===== src/rtl/acc_pkg.sv =====
// Shared definitions for the tile scheduler: FSM encoding and default widths.
package acc_pkg;

  localparam int unsigned TX_W_DEF = 8;
  localparam int unsigned TY_W_DEF = 8;
  localparam int unsigned OC_W_DEF = 6;

  typedef enum logic [1:0] {
    StIdle,
    StIssue,
    StRun,
    StWbWait
  } sched_st_e;

endpackage


===== src/rtl/acc_tile_idx_cnt.sv =====
// Three-level nested wrap counter walking X fastest, then Y, then OC.
module acc_tile_idx_cnt
  import acc_pkg::*;
#(
  parameter int unsigned TX_W = TX_W_DEF,
  parameter int unsigned TY_W = TY_W_DEF,
  parameter int unsigned OC_W = OC_W_DEF
) (
  input  logic            clk,
  input  logic            rst,
  input  logic            clear,
  input  logic            advance,
  input  logic [TX_W-1:0] cnt_x,
  input  logic [TY_W-1:0] cnt_y,
  input  logic [OC_W-1:0] cnt_oc,
  output logic [TX_W-1:0] idx_x,
  output logic [TY_W-1:0] idx_y,
  output logic [OC_W-1:0] idx_oc,
  output logic            last
);

  logic [TX_W-1:0] x_d, x_q;
  logic [TY_W-1:0] y_d, y_q;
  logic [OC_W-1:0] oc_d, oc_q;
  logic            x_wrap, y_wrap, oc_wrap;

  // Counts are guaranteed nonzero while a job runs, so count-1 never underflows in use.
  assign x_wrap  = (x_q == cnt_x - TX_W'(1));
  assign y_wrap  = (y_q == cnt_y - TY_W'(1));
  assign oc_wrap = (oc_q == cnt_oc - OC_W'(1));
  assign last    = x_wrap & y_wrap & oc_wrap;

  always_comb begin
    x_d  = x_q;
    y_d  = y_q;
    oc_d = oc_q;
    if (clear) begin
      x_d  = '0;
      y_d  = '0;
      oc_d = '0;
    end else if (advance) begin
      if (x_wrap) begin
        x_d = '0;
        if (y_wrap) begin
          y_d  = '0;
          oc_d = oc_q + OC_W'(1);
        end else begin
          y_d = y_q + TY_W'(1);
        end
      end else begin
        x_d = x_q + TX_W'(1);
      end
    end
  end

  always_ff @(posedge clk or posedge rst) begin
    if (rst) begin
      x_q  <= '0;
      y_q  <= '0;
      oc_q <= '0;
    end else begin
      x_q  <= x_d;
      y_q  <= y_d;
      oc_q <= oc_d;
    end
  end

  assign idx_x  = x_q;
  assign idx_y  = y_q;
  assign idx_oc = oc_q;

endmodule


===== src/rtl/acc_tile_sched.sv =====
// Tile scheduler: issues one engine start per tile over an X/Y/OC tile space,
// one tile in flight, and pulses done after the last tile retires.
module acc_tile_sched
  import acc_pkg::*;
#(
  parameter int unsigned TX_W = TX_W_DEF,
  parameter int unsigned TY_W = TY_W_DEF,
  parameter int unsigned OC_W = OC_W_DEF
) (
  input  logic            clk,
  input  logic            rst,
  input  logic            start,
  input  logic            abort,
  input  logic [TX_W-1:0] cfg_tiles_x,
  input  logic [TY_W-1:0] cfg_tiles_y,
  input  logic [OC_W-1:0] cfg_oc_grps,
  output logic            tile_start,
  output logic [TX_W-1:0] tile_x,
  output logic [TY_W-1:0] tile_y,
  output logic [OC_W-1:0] tile_oc,
  output logic            tile_last,
  input  logic            tile_done,
  input  logic            wbuf_wait,
  output logic            busy,
  output logic            done,
  output logic            err
);

  sched_st_e       state_d, state_q;
  logic [TX_W-1:0] tx_q;
  logic [TY_W-1:0] ty_q;
  logic [OC_W-1:0] oc_q;
  logic            err_d, err_q;
  logic            done_d, done_q;
  logic            cfg_ok, clear_idx, retire, advance, idx_last;

  assign cfg_ok = (|cfg_tiles_x) & (|cfg_tiles_y) & (|cfg_oc_grps);

  always_comb begin
    state_d   = state_q;
    err_d     = err_q;
    done_d    = 1'b0;
    clear_idx = 1'b0;
    retire    = 1'b0;
    unique case (state_q)
      StIdle: begin
        if (tile_done) err_d = 1'b1;
        if (start) begin
          err_d = 1'b0;
          if (cfg_ok) begin
            clear_idx = 1'b1;
            state_d   = StIssue;
          end else begin
            done_d = 1'b1;
          end
        end
      end
      StIssue: begin
        if (tile_done) err_d = 1'b1;
        state_d = abort ? StIdle : StRun;
      end
      StRun: begin
        // abort wins over a coincident tile_done, which is then not an error
        if (abort) begin
          state_d = StIdle;
        end else if (tile_done) begin
          if (wbuf_wait) state_d = StWbWait;
          else           retire  = 1'b1;
        end
      end
      StWbWait: begin
        if (tile_done) err_d = 1'b1;
        if (abort)           state_d = StIdle;
        else if (!wbuf_wait) retire  = 1'b1;
      end
      default: state_d = StIdle;
    endcase
    if (retire) begin
      if (idx_last) begin
        done_d  = 1'b1;
        state_d = StIdle;
      end else begin
        state_d = StIssue;
      end
    end
  end

  assign advance = retire & ~idx_last;

  always_ff @(posedge clk or posedge rst) begin
    if (rst) begin
      state_q <= StIdle;
      err_q   <= 1'b0;
      done_q  <= 1'b0;
      tx_q    <= '0;
      ty_q    <= '0;
      oc_q    <= '0;
    end else begin
      state_q <= state_d;
      err_q   <= err_d;
      done_q  <= done_d;
      if (state_q == StIdle && start) begin
        tx_q <= cfg_tiles_x;
        ty_q <= cfg_tiles_y;
        oc_q <= cfg_oc_grps;
      end
    end
  end

  acc_tile_idx_cnt #(
    .TX_W(TX_W),
    .TY_W(TY_W),
    .OC_W(OC_W)
  ) u_idx_cnt (
    .clk    (clk),
    .rst    (rst),
    .clear  (clear_idx),
    .advance(advance),
    .cnt_x  (tx_q),
    .cnt_y  (ty_q),
    .cnt_oc (oc_q),
    .idx_x  (tile_x),
    .idx_y  (tile_y),
    .idx_oc (tile_oc),
    .last   (idx_last)
  );

  assign busy       = (state_q != StIdle);
  assign tile_start = (state_q == StIssue) & ~abort;
  assign tile_last  = idx_last & busy;
  assign done       = done_q;
  assign err        = err_q;

endmodule


===== config.mk =====
export PLATFORM = sky130hd
export DESIGN_NAME = acc_tile_sched
export DESIGN_NICKNAME = d
export VERILOG_FILES = /design/src/rtl/acc_pkg.sv /design/src/rtl/acc_tile_idx_cnt.sv /design/src/rtl/acc_tile_sched.sv
export SDC_FILE = /design/constraint.sdc
export NUM_CORES = 1
export LEC_CHECK = 0
export BUFFER_PORTS_ARGS = -buffer_cell sky130_fd_sc_hd__buf_2
export CORE_ASPECT_RATIO = 0.7
export CORE_MARGIN = 2
export CORE_UTILIZATION = 50
export CTS_CLUSTER_DIAMETER = 80
export DETAILED_ROUTE_END_ITERATION = 12
export HOLD_SLACK_MARGIN = 0.02
export PLACE_DENSITY = 0.73
export REMOVE_ABC_BUFFERS = 1
export SETUP_SLACK_MARGIN = 0.5
export SLEW_MARGIN = 20
export SYNTH_ARGS = -nofsm -noshare
export SYNTH_HDL_FRONTEND = slang
export SYNTH_HIERARCHICAL = 1
export SYNTH_SLANG_ARGS = --single-unit

===== constraint.sdc =====
create_clock -name clk -period 8.2 [get_ports clk]
set_input_delay 1.23 -clock clk [delete_from_list [all_inputs] [get_ports clk]]
set_output_delay 1.23 -clock clk [all_outputs]
set_load 0.1 [all_outputs]

After elaboration in Yosys (flattened, before gate mapping):

Index checks and enable logic that the tools add are counted.

* add/sub/neg operators: 6
* equal/unequal tests: 11
* muxes and demuxes: 37
* bitwise operators: 9
* reduce and logical (&&, ||, !) cells: 14

Operators with widths (number)
* 8-bit 2-to-1 mux: 7
* 6-bit 2-to-1 mux: 4
* 8-bit by 1-bit adder with 8-bit output, second input constant: 2
* 8-bit == test: 2
* 2-bit 2-to-1 mux: 8
* 8-bit OR reduction: 2
* 8-bit by 1-bit subtractor with 8-bit output, second input constant: 2
* 1-bit 2-to-1 mux: 15
* 2-bit nonzero test: 5
* 3-bit != test, second input constant: 3
* 4-bit != test, second input constant: 2
* 2-bit one-hot mux with 4 select lines: 1
* 1-bit bitwise AND: 7
* 6-bit by 1-bit adder with 6-bit output, second input constant: 1
* 6-bit == test: 1
* 6-bit OR reduction: 1
* 6-bit by 1-bit subtractor with 6-bit output, second input constant: 1
* 5-bit AND reduction: 1
* 2-bit == test, second input constant: 2
* 1-bit one-hot mux with 2 select lines: 2
* 3-bit AND reduction: 1
* 2-bit by 1-bit == test with 1-bit output, second input constant: 1
* 2-bit logical NOT: 1
* 1-bit NOT: 2
* 3 further kinds: 3

* register bits: 48
* logic and storage cells: 86

Longest topological paths before layout:

Gate-level depths: netlist of the first run.

* depth in word-level cells: 8
* mapped depth: 16
* gate-level depth less buffers: 15

Cells and area by module:

Netlist of the first run, hierarchy kept.

Modules (own cells, without submodules)
* acc_tile_idx_cnt: times used 1, cells an instance 231, area an instance 1979.4 um2, sequential area each 550.5 um2
* acc_tile_sched: times used 1, cells an instance 81, area an instance 1114.8 um2, sequential area each 650.6 um2

Worst setup path before layout of the first run:

OpenSTA, ideal clock, no wires.

* kind: reg-to-output
* start point: register u_idx_cnt.y_q[5], in the netlist u_idx_cnt/idx_y[5]
* end point: output port tile_last
* data arrival time: 4.248 ns
* required time: 6.970 ns
* setup slack: 2.722 ns
* stages on the path, launching flop included: 10
* buffers on the path: 2
* path through: dfrtp_1 -> clkbuf_1 -> or3b_2 -> or4_1 -> o311ai_1 -> o211ai_2 -> buf_6 -> a2111oi_0 -> and3_1 -> nor2b_1

* cells in the longest elaborated chain, start to end: 4

Ends and longest elaborated chain
* start: declaration: RTL line acc_tile_idx_cnt.sv:23 `logic [TY_W-1:0] y_d, y_q;`
* start signal: assignment: RTL line acc_tile_idx_cnt.sv:63 `y_q <= y_d;`
* 8-bit == test: RTL line acc_tile_idx_cnt.sv:29 `assign y_wrap = (y_q == cnt_y - TY_W'(1));`
* 1-bit bitwise AND (2 in a row): RTL line acc_tile_idx_cnt.sv:31 `assign last = x_wrap & y_wrap & oc_wrap;`
* net idx_last: RTL line acc_tile_sched.sv:35 `logic cfg_ok, clear_idx, retire, advance, idx_last;`
* 1-bit bitwise AND: RTL line acc_tile_sched.sv:130 `assign tile_last = idx_last & busy;`
* end: declaration: RTL line acc_tile_sched.sv:21 `output logic tile_last,`

The timed path passes the listed nets, and every way through them passes these cells.

Worst setup path after layout of the first run:

* start point: register ty_q[0]
* end point: output port tile_last

* cells in the longest elaborated chain, start to end: 5

Ends and longest elaborated chain
* start: declaration: RTL line acc_tile_sched.sv:31 `logic [TY_W-1:0] ty_q;`
* start signal: assignment: RTL line acc_tile_sched.sv:104 `ty_q <= cfg_tiles_y;`
* 8-bit by 1-bit subtractor with 8-bit output: RTL line acc_tile_idx_cnt.sv:29
* 8-bit == test: RTL line acc_tile_idx_cnt.sv:29
* 1-bit bitwise AND (2 in a row): RTL line acc_tile_idx_cnt.sv:31
* net idx_last: RTL line acc_tile_sched.sv:35
* 1-bit bitwise AND: RTL line acc_tile_sched.sv:130

The timed path passes the listed nets, and every way through them passes these cells.

==> results of run 1 <==
-- worst max path at each step --
stage | slack, ns | cells past startpoint | end
6_report | 3.14 | 10 | tile_last
5_1_grt | 2.94 | 10 | tile_last
4_1_cts | 3.14 | 10 | tile_last
3_5_place_dp | 3.49 | 10 | tile_last
3_3_place_gp | 3.60 | 10 | tile_last
2_1_floorplan | 2.79 | 7 | tile_last
-- metrics by stage --
step                      util, %  setup slack [ns]  hold WS [ns]  cells
final                        60.0              3.14         0.535    438
after floorplan                 -              2.79         0.500    300
after global placement       58.4              3.60         0.513    430
after global routing         60.0              2.94         0.554    438
after CTS                    60.0              3.14         0.537    438
after detailed placement     58.4              3.49         0.517    430
-- worst max-delay path, stage by stage, from the launching register on --
cell       delay, ns
dfrtp_1         0.44
inv_1           0.08
ha_1            0.19
or3b_4          0.41
or4_4           0.44
a2111oi_4       0.38
o211ai_2        0.36
a2111oi_0       0.38
and3_1          0.27
nor2b_1         0.16
buf_2           0.44
-- flip-flops by register name (all words and copies together), names as in the netlist --
register / count
tx_q: 8
u_idx_cnt/idx_x: 8
done: 1
oc_q: 6
u_idx_cnt/idx_y: 8
state_q: 2
err: 1
u_idx_cnt/idx_oc: 6
ty_q: 8
-- Yosys cell counts (2+ instances only) --
master,instances,share of area (%)
dfrtp_1,48,39
nor2_1,23,2.8
mux2_2,22,8.0
nor3_1,17,2.7
xnor2_1,17,4.8
nand2_1,16,1.9
inv_1,15,1.8
nand2b_1,12,2.4
clkbuf_1,9,1.1
nand3_1,9,1.5
xor2_1,9,2.5
nor2b_1,8,1.6
o21ai_0,8,1.3
a211oi_1,7,1.7
o2bb2ai_1,7,2.0
a21oi_1,6,0.97
ha_1,6,2.4
mux2_1,5,1.8
nor4_1,5,1.0
or4_1,5,1.2
o211ai_1,4,0.97
nand3b_1,3,0.73
nor4_2,3,1.2
or4b_1,3,0.97
a32oi_1,2,0.57
and2_1,2,0.40
buf_2,2,0.32
mux2i_1,2,0.65
nand4_1,2,0.40
o311ai_1,2,0.57
o31ai_1,2,0.49
or2_2,2,0.40
or2b_1,2,0.49
or3_1,2,0.40
or4_4,2,0.73
-- report_power, final --
part           leakage (nW)  switching (mW)  internal [mW]
sequential            0.612          0.0643          0.283
combinational         0.855           0.189          0.136
clock                0.0455          0.0788         0.0690
total                  1.51           0.332          0.488
-- layout make-up --
cell class / instances / area share (%)
multi-input combinational: 237 / 50.9
tap: 75 / 2.68
inverter: 15 / 1.61
sequential: 48 / 34.3
timing repair buffer: 55 / 7.93
clock buffer: 8 / 2.57
-- layer usage --
| layer | vias to the layer above | part of all wire (%) | GRT usage (%) |
|---|---|---|---|
| li1 | 1236 | - | - |
| met1 | 1209 | 51 | 30.4 |
| met2 | 67 | 43 | 30.7 |
| met3 | 7 | 5.3 | 4.44 |
| met4 | 0 | 0.84 | 4.48 |
| met5 | - | 0 | 0 |
-- kinds of logic after synthesis --
logic type | count (synthesis) | synth area share (%)
compound gates | 52 | 14.2
buf+inv | 27 | 3.60
fa+ha+maj | 6 | 2.43
xor+xnor | 26 | 7.36
simple gates | 124 | 23.1
flops | 48 | 38.8
mux | 29 | 10.5
==> metrics, run 1 <==
worst setup path start=ty_q[0]; multi-input logic area=between 1500 and 2000 um^2; num ports=55; fraction of registers with async set/reset=100%; Initial DRT Pass Iterations=4; R2R cell count=11; number of port buffers=54; HPWL after DPL=5000 um; Ys Warns=6; Die ar.=6840 um^2; first-pass GRT wire length=11,500 um; hold depth=1; gr usage total=around a fifth; Die H=69.8 um; register area=1200 um^2; Total Neg Setup Slack=0 ns; ANT nets after route=0; vias in the first global route=2,361; critical path class=flip-flop to output pin; CTS Buffer Depth=2; WP data arrival=between 3 and 4 ns; Post CTS Setup Buffer Count=0; initial antenna violation count=0; Min-Delay Path Class=flip-flop to flip-flop; reg-to-reg slack, setup=around 3.5 ns; CTS root buf=clkbuf_8; status=finished, final reports clean; Leak=roughly 1.5 nW; Tmin final=~5 ns; worst-margin pin slew=0.865 ns; CTS Buf Count=5; CP Launch Type=flip-flop; commonest cells after routing, fill and taps aside=buf_2, dfrtp_1, mux2_2, nor2_1; average via count per standard cell=5.75; max-cap viol count=0; Resize count post-CTS=0; pwr dens=234 nW/um^2; Fmax=197 MHz; n_diodes=0; Fin. Hold Viols=0; global route overflow=0; # fillers=slightly above 500; Final Setup Violations=0; Syn Area/Cell=9.92 um^2; flops & latches, synth=48; hold buffers post-CTS=0; die width=98.0 um; Starting Density=between 50% and 60%; GP Congestion=0.816; register area share after synthesis=approximately two fifths; most common cell after layout, fill and taps aside=buf_2; post-layout instance area=about 3500 um^2; clk_lat worst skew=0.30 ns; Final Max Tran Viols=0; clock sink count=48; Reg-to-Reg End=u_idx_cnt/idx_oc[0]; largest net degree at the start of global routing=37; RSZ-0062 raised after global routing=false; Max IR drop VDD=roughly 0.00013 V; EDFF count, synth=0; final wirelength=roughly 6900 um; hold worst-path end=oc_q[5]; nets=396; FF-to-FF Start=ty_q[0]; HP Start=oc_q[5]; CTS clock-pin slew for the worst setup and hold paths=0.09 ns; Layout area overhead=13.2%; Worst Skew=0.00917 ns; total number of vias=2,519; Design Power=0.819 mW; DRC=0; post-synth cell types=58; Initial DRC Count=205; CTS H-tree depth=2; final period utilization=around three fifths; CTS tree=done; top_reg_cell synth=dfrtp_1; share of cells above drive strength 1=28.1%; Gate Count Post-Synth=312; Rows=23; critical path fanouts, max=14; core area=5840 um^2; synthesized area=3090 um^2; CP Capture Type=output pin; Area after DPL=3410 um^2; Wirelength per Cell=15.7 um; CP Data Required Time=6.97 ns; Slew headroom=42.3%
Note: power is estimated with default switching activity, not from simulation.
==> run 2, diff against run 1 <==
==> constraint.sdc (replaced) <==
create_clock -name clk -period 4.7 [get_ports clk]
set_input_delay 0.705 -clock clk [delete_from_list [all_inputs] [get_ports clk]]
set_output_delay 0.705 -clock clk [all_outputs]
set_load 0.1 [all_outputs]
==> run 2 against run 1 <==
Net effect:
- hold slack lost 0.073 ns
- global-route usage grew 0.86 points
- routed wire length grew 2.8%
- largest cell class unchanged
- first-iteration DRC count shrank 6.8%
- utilization grew 0.92 points
- count of clock-buffer cells in the layout shrank 2
- die area is the same
- sequential power grew 73%
- cell count grew 0.91%
- total power grew 79%
- non-clock buffer count grew 4
==> metrics, run 2 (synthesis gave the netlist of run 1 again) <==
CTS Buf Count=5; setup ws final=0.656 ns; total number of vias=2,573; M1 GR Usage=31.7%; n_diodes=0; Die ar.=6840 um^2; CP Launch Type=flip-flop; largest net degree at the start of global routing=37; Initial DRT Pass Iterations=5; Starting Density=53.0%; status=finished, final reports clean; clk_lat worst skew=0.31 ns; core area=slightly below 6000 um^2; Psw=0.601 mW; DRC=0; WP data arrival=3.34 ns; Final Max Tran Viols=0; CP Capture Type=output pin; final period utilization=a little under nine tenths; Wirelength per Cell=16.0 um; Final Core Density=60.9%; Sequential Power Share=between 40% and 50%; critical path class=flip-flop to output pin; commonest cells after routing, fill and taps aside=buf_2, dfrtp_1, mux2_2, nor2_1, xnor2_1; Slew headroom=between 40% and 50%; Rows=23; Design Power=1.46 mW; CTS tree=done; CTS H-tree depth=2; average via count per standard cell=5.82; Most Crowded Layer GR=met1; sw frac=around two fifths; Leak=1.53 nW; most common cell after layout, fill and taps aside=buf_2; CTS root buf=clkbuf_8; Cell Int Power=0.863 mW; final wirelength=7060 um; Tmin final=4.04 ns; HPWL after DPL=around 5200 um; ANT nets after route=0; gr usage total=roughly a fifth; Clk network pwr share=18.5%; met2 Track Usage GR=31.1%; number of port buffers=between 50 and 60; combinational power share=40.4%; CP Data Required Time=roughly 4 ns; Placement Setup Slack=0.445 ns; Final Setup Violations=0; RSZ-0062 raised after global routing=false; die width=98.0 um; Layout area overhead=15.0%; Fin. Hold Viols=0; num ports=55; Initial DRC Count=191; initial antenna violation count=0; Die H=69.8 um; GP Congestion=0.872; critical path fanouts, max=4; worst-margin pin slew=around 0.87 ns; first-pass GRT wire length=11,800 um; Worst Skew=between 0.007 and 0.008 ns; Fmax=247 MHz; met3 GRT Util=4.64%; share of cells above drive strength 1=between 20 and 30%; CTS clock-pin slew for the worst setup and hold paths=0.09 ns; WHS=0.462 ns; clock sink count=48; vias in the first global route=~2.4k; global route overflow=0; CTS Buffer Depth=2; Min-Delay Path Class=primary input to asynchronous set/reset pin; max-cap viol count=0; Max IR drop VDD=around 0.00028 V; pwr dens=411 nW/um^2; nets=400
[run 2: cell count changes in the layout (fill, tap and decap cells not counted)]
cell	previous run	this run
buf_4	1	5
a2111oi_0	1	0
or4_4	2	3
nor3_1	17	16
or4_1	5	4
buf_6	0	1
buf_2	54	53
a2111oi_1	0	1
clkbuf_1	2	0
clkinvlp_4	0	2
nor3_2	0	1
[run 2: final timing paths]
check	endpoint	start	slack, ns	cells past startpoint
max reg2reg	u_idx_cnt/idx_oc[0]	ty_q[0]	0.76	12
max in group asynchronous	u_idx_cnt/idx_oc[1]	rst	3.58	2
min in group clk	err	err	0.53	1
min reg2reg	err	err	0.53	1
max	tile_last	ty_q[1]	0.66	10
min	tx_q[7]	rst	0.46	2
[run 2: power by group through the flow]
stage | clock network [mW] | registers (mW) | logic (mW)
2_1_floorplan | 0 | 0.638 | 0.411
3_3_place_gp | 0 | 0.607 | 0.555
3_5_place_dp | 0 | 0.611 | 0.572
4_1_cts | 0.275 | 0.603 | 0.577
5_1_grt | 0.292 | 0.618 | 0.643
6_report | 0.271 | 0.602 | 0.591
[run 2: cell type report]
class	instances	area [um^2]
inverter	15	56.3
clock buffer	6	82.6
timing repair buffer	59	314
tap	75	93.8
clock inverter	2	15.0
sequential	48	1200
fill	501	2280
multi-input combinational	237	1790
[run 2: per-layer routing]
metal | vias up | part of all wire [%]
li1 | 1247 | -
met1 | 1232 | 50
met2 | 85 | 43
met3 | 9 | 5.7
met4 | 0 | 1.1
met5 | - | 0
[run 2: what timing repair did]
item / 4_1_cts / 5_1_grt
pin swaps: 0 / 1
buffers inserted: 0 / 2
setup endpoints to repair: 14 / 14
hold buffers: 0 / 0
gates resized for setup: 2 / 3
[run 2: critical path, stage by stage, from the launching register on]
cell and delay, ns:
dfrtp_1 0.41, inv_1 0.06, ha_1 0.18, or3b_4 0.41, or4_4 0.44, a2111oi_4 0.37, o211ai_2 0.17, a2111oi_1 0.26
and3_1 0.28, nor2b_1 0.20, buf_6 0.25
[run 2: through the flow]
stage | std cells | setup TNS, ns | cell area, um^2
after detailed placement | 432 | 0 | 3430
after floorplan | 300 | -0.180 | 3040
after global routing | 442 | 0 | 3560
after global placement | 432 | 0 | 3430
after CTS | 440 | 0 | 3530
final | 442 | 0 | 3560
==> run 3, diff against run 2 <==
--- a/config.mk
+++ b/config.mk
@@ -12,7 +12,7 @@
 export CTS_CLUSTER_DIAMETER = 80
 export DETAILED_ROUTE_END_ITERATION = 12
 export HOLD_SLACK_MARGIN = 0.02
-export PLACE_DENSITY = 0.73
+export PLACE_DENSITY = 0.75
 export REMOVE_ABC_BUFFERS = 1
 export SETUP_SLACK_MARGIN = 0.5
 export SLEW_MARGIN = 20
==> constraint.sdc (replaced) <==
create_clock -name clk -period 3.5 [get_ports clk]
set_input_delay 0.525 -clock clk [delete_from_list [all_inputs] [get_ports clk]]
set_output_delay 0.525 -clock clk [all_outputs]
set_load 0.1 [all_outputs]
==> run 3 against run 2 <==
Net effect:
- the flow now finishes with violations (setup timing)
- sequential power is 33% higher
- clock skew shrank 0.0019 ns
- cell area rose by 18%
- cell count is 10% higher
- largest cell class unchanged
- highest routed layer unchanged
==> metrics, run 3 (synthesis gave the netlist of run 1 again) <==
status=complete, but fails checks; failing checks=setup timing; Total Neg Setup Slack=-3.14 ns; Die ar.=between 6000 and 7000 um^2; Starting Density=a little over half; CTS clock-pin slew for the worst setup and hold paths=0.09 ns; RSZ-0062 raised after global routing=true; largest net degree at the start of global routing=36; CTS H-tree depth=2; CTS Buffer Depth=2; setup ws final=-0.288 ns; Rows=23; CP Launch Type=flip-flop; Cells after DPL=between 400 and 500; CTS tree=done; Leak=1.86 nW; Fin. Hold Viols=0; core area=around 5800 um^2; total number of vias=2,913; R2R cell count=18; Worst Skew=0.00532 ns; reg-to-reg slack, setup=-0.29 ns; Slew headroom=38.8%; HPWL after DPL=approximately 5700 um; commonest cells after routing, fill and taps aside=buf_2, dfrtp_1, buf_4; Max IR drop VDD=between 0.0003 and 0.0004 V; initial antenna violation count=0; average via count per standard cell=5.98; CP Capture Type=flip-flop; DRC=0; Clk network pwr share=19.4%; GP Congestion=0.888; n_diodes=0; CTS Buf Count=5; Sequential Power Share=35.4%; combinational power share=between 40% and 50%; Reg-to-Reg End=u_idx_cnt/idx_y[1]; hold buffers post-CTS=0; CP Data Required Time=3.72 ns; CTS root buf=clkbuf_8; final wirelength=around 8700 um; vias in the first global route=roughly 2.8k; gr usage total=between 20% and 30%; critical path class=flip-flop to flip-flop; Final Max Tran Viols=0; pwr dens=537 nW/um^2; critical path fanouts, max=5; Tmin final=3.79 ns; FF-to-FF Start=ty_q[0]; global route overflow=0; ANT nets after route=0; nets=roughly 450; Initial DRC Count=273; Design Power=2.26 mW; Final Core Density=72.0%; post-layout instance count excluding filler cells=487; clock sink count=48; Die H=69.8 um; Cell Int Power=around 1.4 mW; most common cell after layout, fill and taps aside=buf_2; sw frac=between 30 and 40%; die width=98.0 um; share of cells above drive strength 1=45.6%; final period utilization=108%; first-pass GRT wire length=13,500 um; Layout area overhead=36.0%; Min-Delay Path Class=primary input to asynchronous set/reset pin; worst-margin pin slew=0.917 ns; WP data arrival=roughly 4 ns; Psw=0.900 mW; Final Setup Violations=19; num ports=55; clk_lat worst skew=about 0.30 ns; number of port buffers=54; max-cap viol count=0; Fmax=264 MHz; Initial DRT Pass Iterations=5; Wirelength per Cell=17.8 um
==> run 3: layout make-up <==
| cell class | instances | area [um^2] |
|---|---|---|
| Sequential cell | 48 | 1200 |
| Inverter | 15 | 56.3 |
| Clock inverter | 1 | 30.0 |
| Fill cell | 391 | 1630 |
| Tap cell | 75 | 93.8 |
| Multi-Input combinational cell | 237 | 2020 |
| Timing Repair Buffer | 104 | 713 |
| Clock buffer | 7 | 96.3 |
==> run 3: power groups by stage <==
| stage | Sequential, mW | Combinational (mW) | Clock (mW) |
|---|---|---|---|
| final | 0.800 | 1.02 | 0.439 |
| after global routing | 0.819 | 1.10 | 0.473 |
| after CTS | 0.791 | 0.941 | 0.447 |
| after detailed placement | 0.799 | 0.882 | 0 |
| after global placement | 0.792 | 0.863 | 0 |
| after floorplan | 0.857 | 0.552 | 0 |
==> run 3: routing by layer <==
layer / vias up / part of all wire (%) / wire length (um) / track usage [%]
met4: 0 / 1.1 / 93 / 4.48
li1: 1334 / - / - / -
met3: 15 / 7.4 / 638 / 5.14
met5: - / 0 / 0 / 0
met2: 136 / 47 / 4060 / 39.4
met1: 1428 / 45 / 3870 / 34.6
==> run 3: timing repair <==
| item | in CTS | in global routing |
|---|---|---|
| cloned | 0 | 0 |
| endpoints found under the hold margin | 0 | 0 |
| setup buffers | 9 | 9 |
| endpoints found under the setup margin | 25 | 25 |
| pin swaps | 13 | 20 |
| resized for setup | 29 | 34 |
==> run 3: worst max path at each step <==
stage | from | endpoint
2_1_floorplan | u_idx_cnt/idx_y[6] | tile_last
3_3_place_gp | ty_q[0] | u_idx_cnt/idx_oc[0]
3_5_place_dp | ty_q[0] | u_idx_cnt/idx_oc[4]
4_1_cts | ty_q[1] | tile_last
5_1_grt | ty_q[0] | u_idx_cnt/idx_y[1]
6_report | ty_q[0] | u_idx_cnt/idx_y[1]
==> run 3: per-stage QoR <==
stage | hold WS, ns | setup WS, ns | instance area [um^2]
global route | 0.349 | -0.379 | 4210
CTS | 0.412 | -0.325 | 3990
finish | 0.285 | -0.288 | 4210
detailed placement | 0.514 | -0.295 | 3660
global placement | 0.510 | -0.133 | 3660
floorplan | 0.500 | -1.20 | 3040
==> run 3: worst max-delay path, cell delays in order, from the launching register on <==
cell       delay, ns
dfrtp_1         0.42
inv_1           0.09
ha_2            0.17
or3b_4          0.39
buf_4           0.15
buf_6           0.11
o31ai_4         0.17
buf_6           0.13
a2111oi_4       0.06
o211ai_2        0.12
a2111oi_4       0.05
and3_4          0.21
buf_6           0.11
nor3_4          0.15
inv_2           0.07
or4_4           0.48
buf_6           0.16
or4b_4          0.52
a21oi_2         0.16
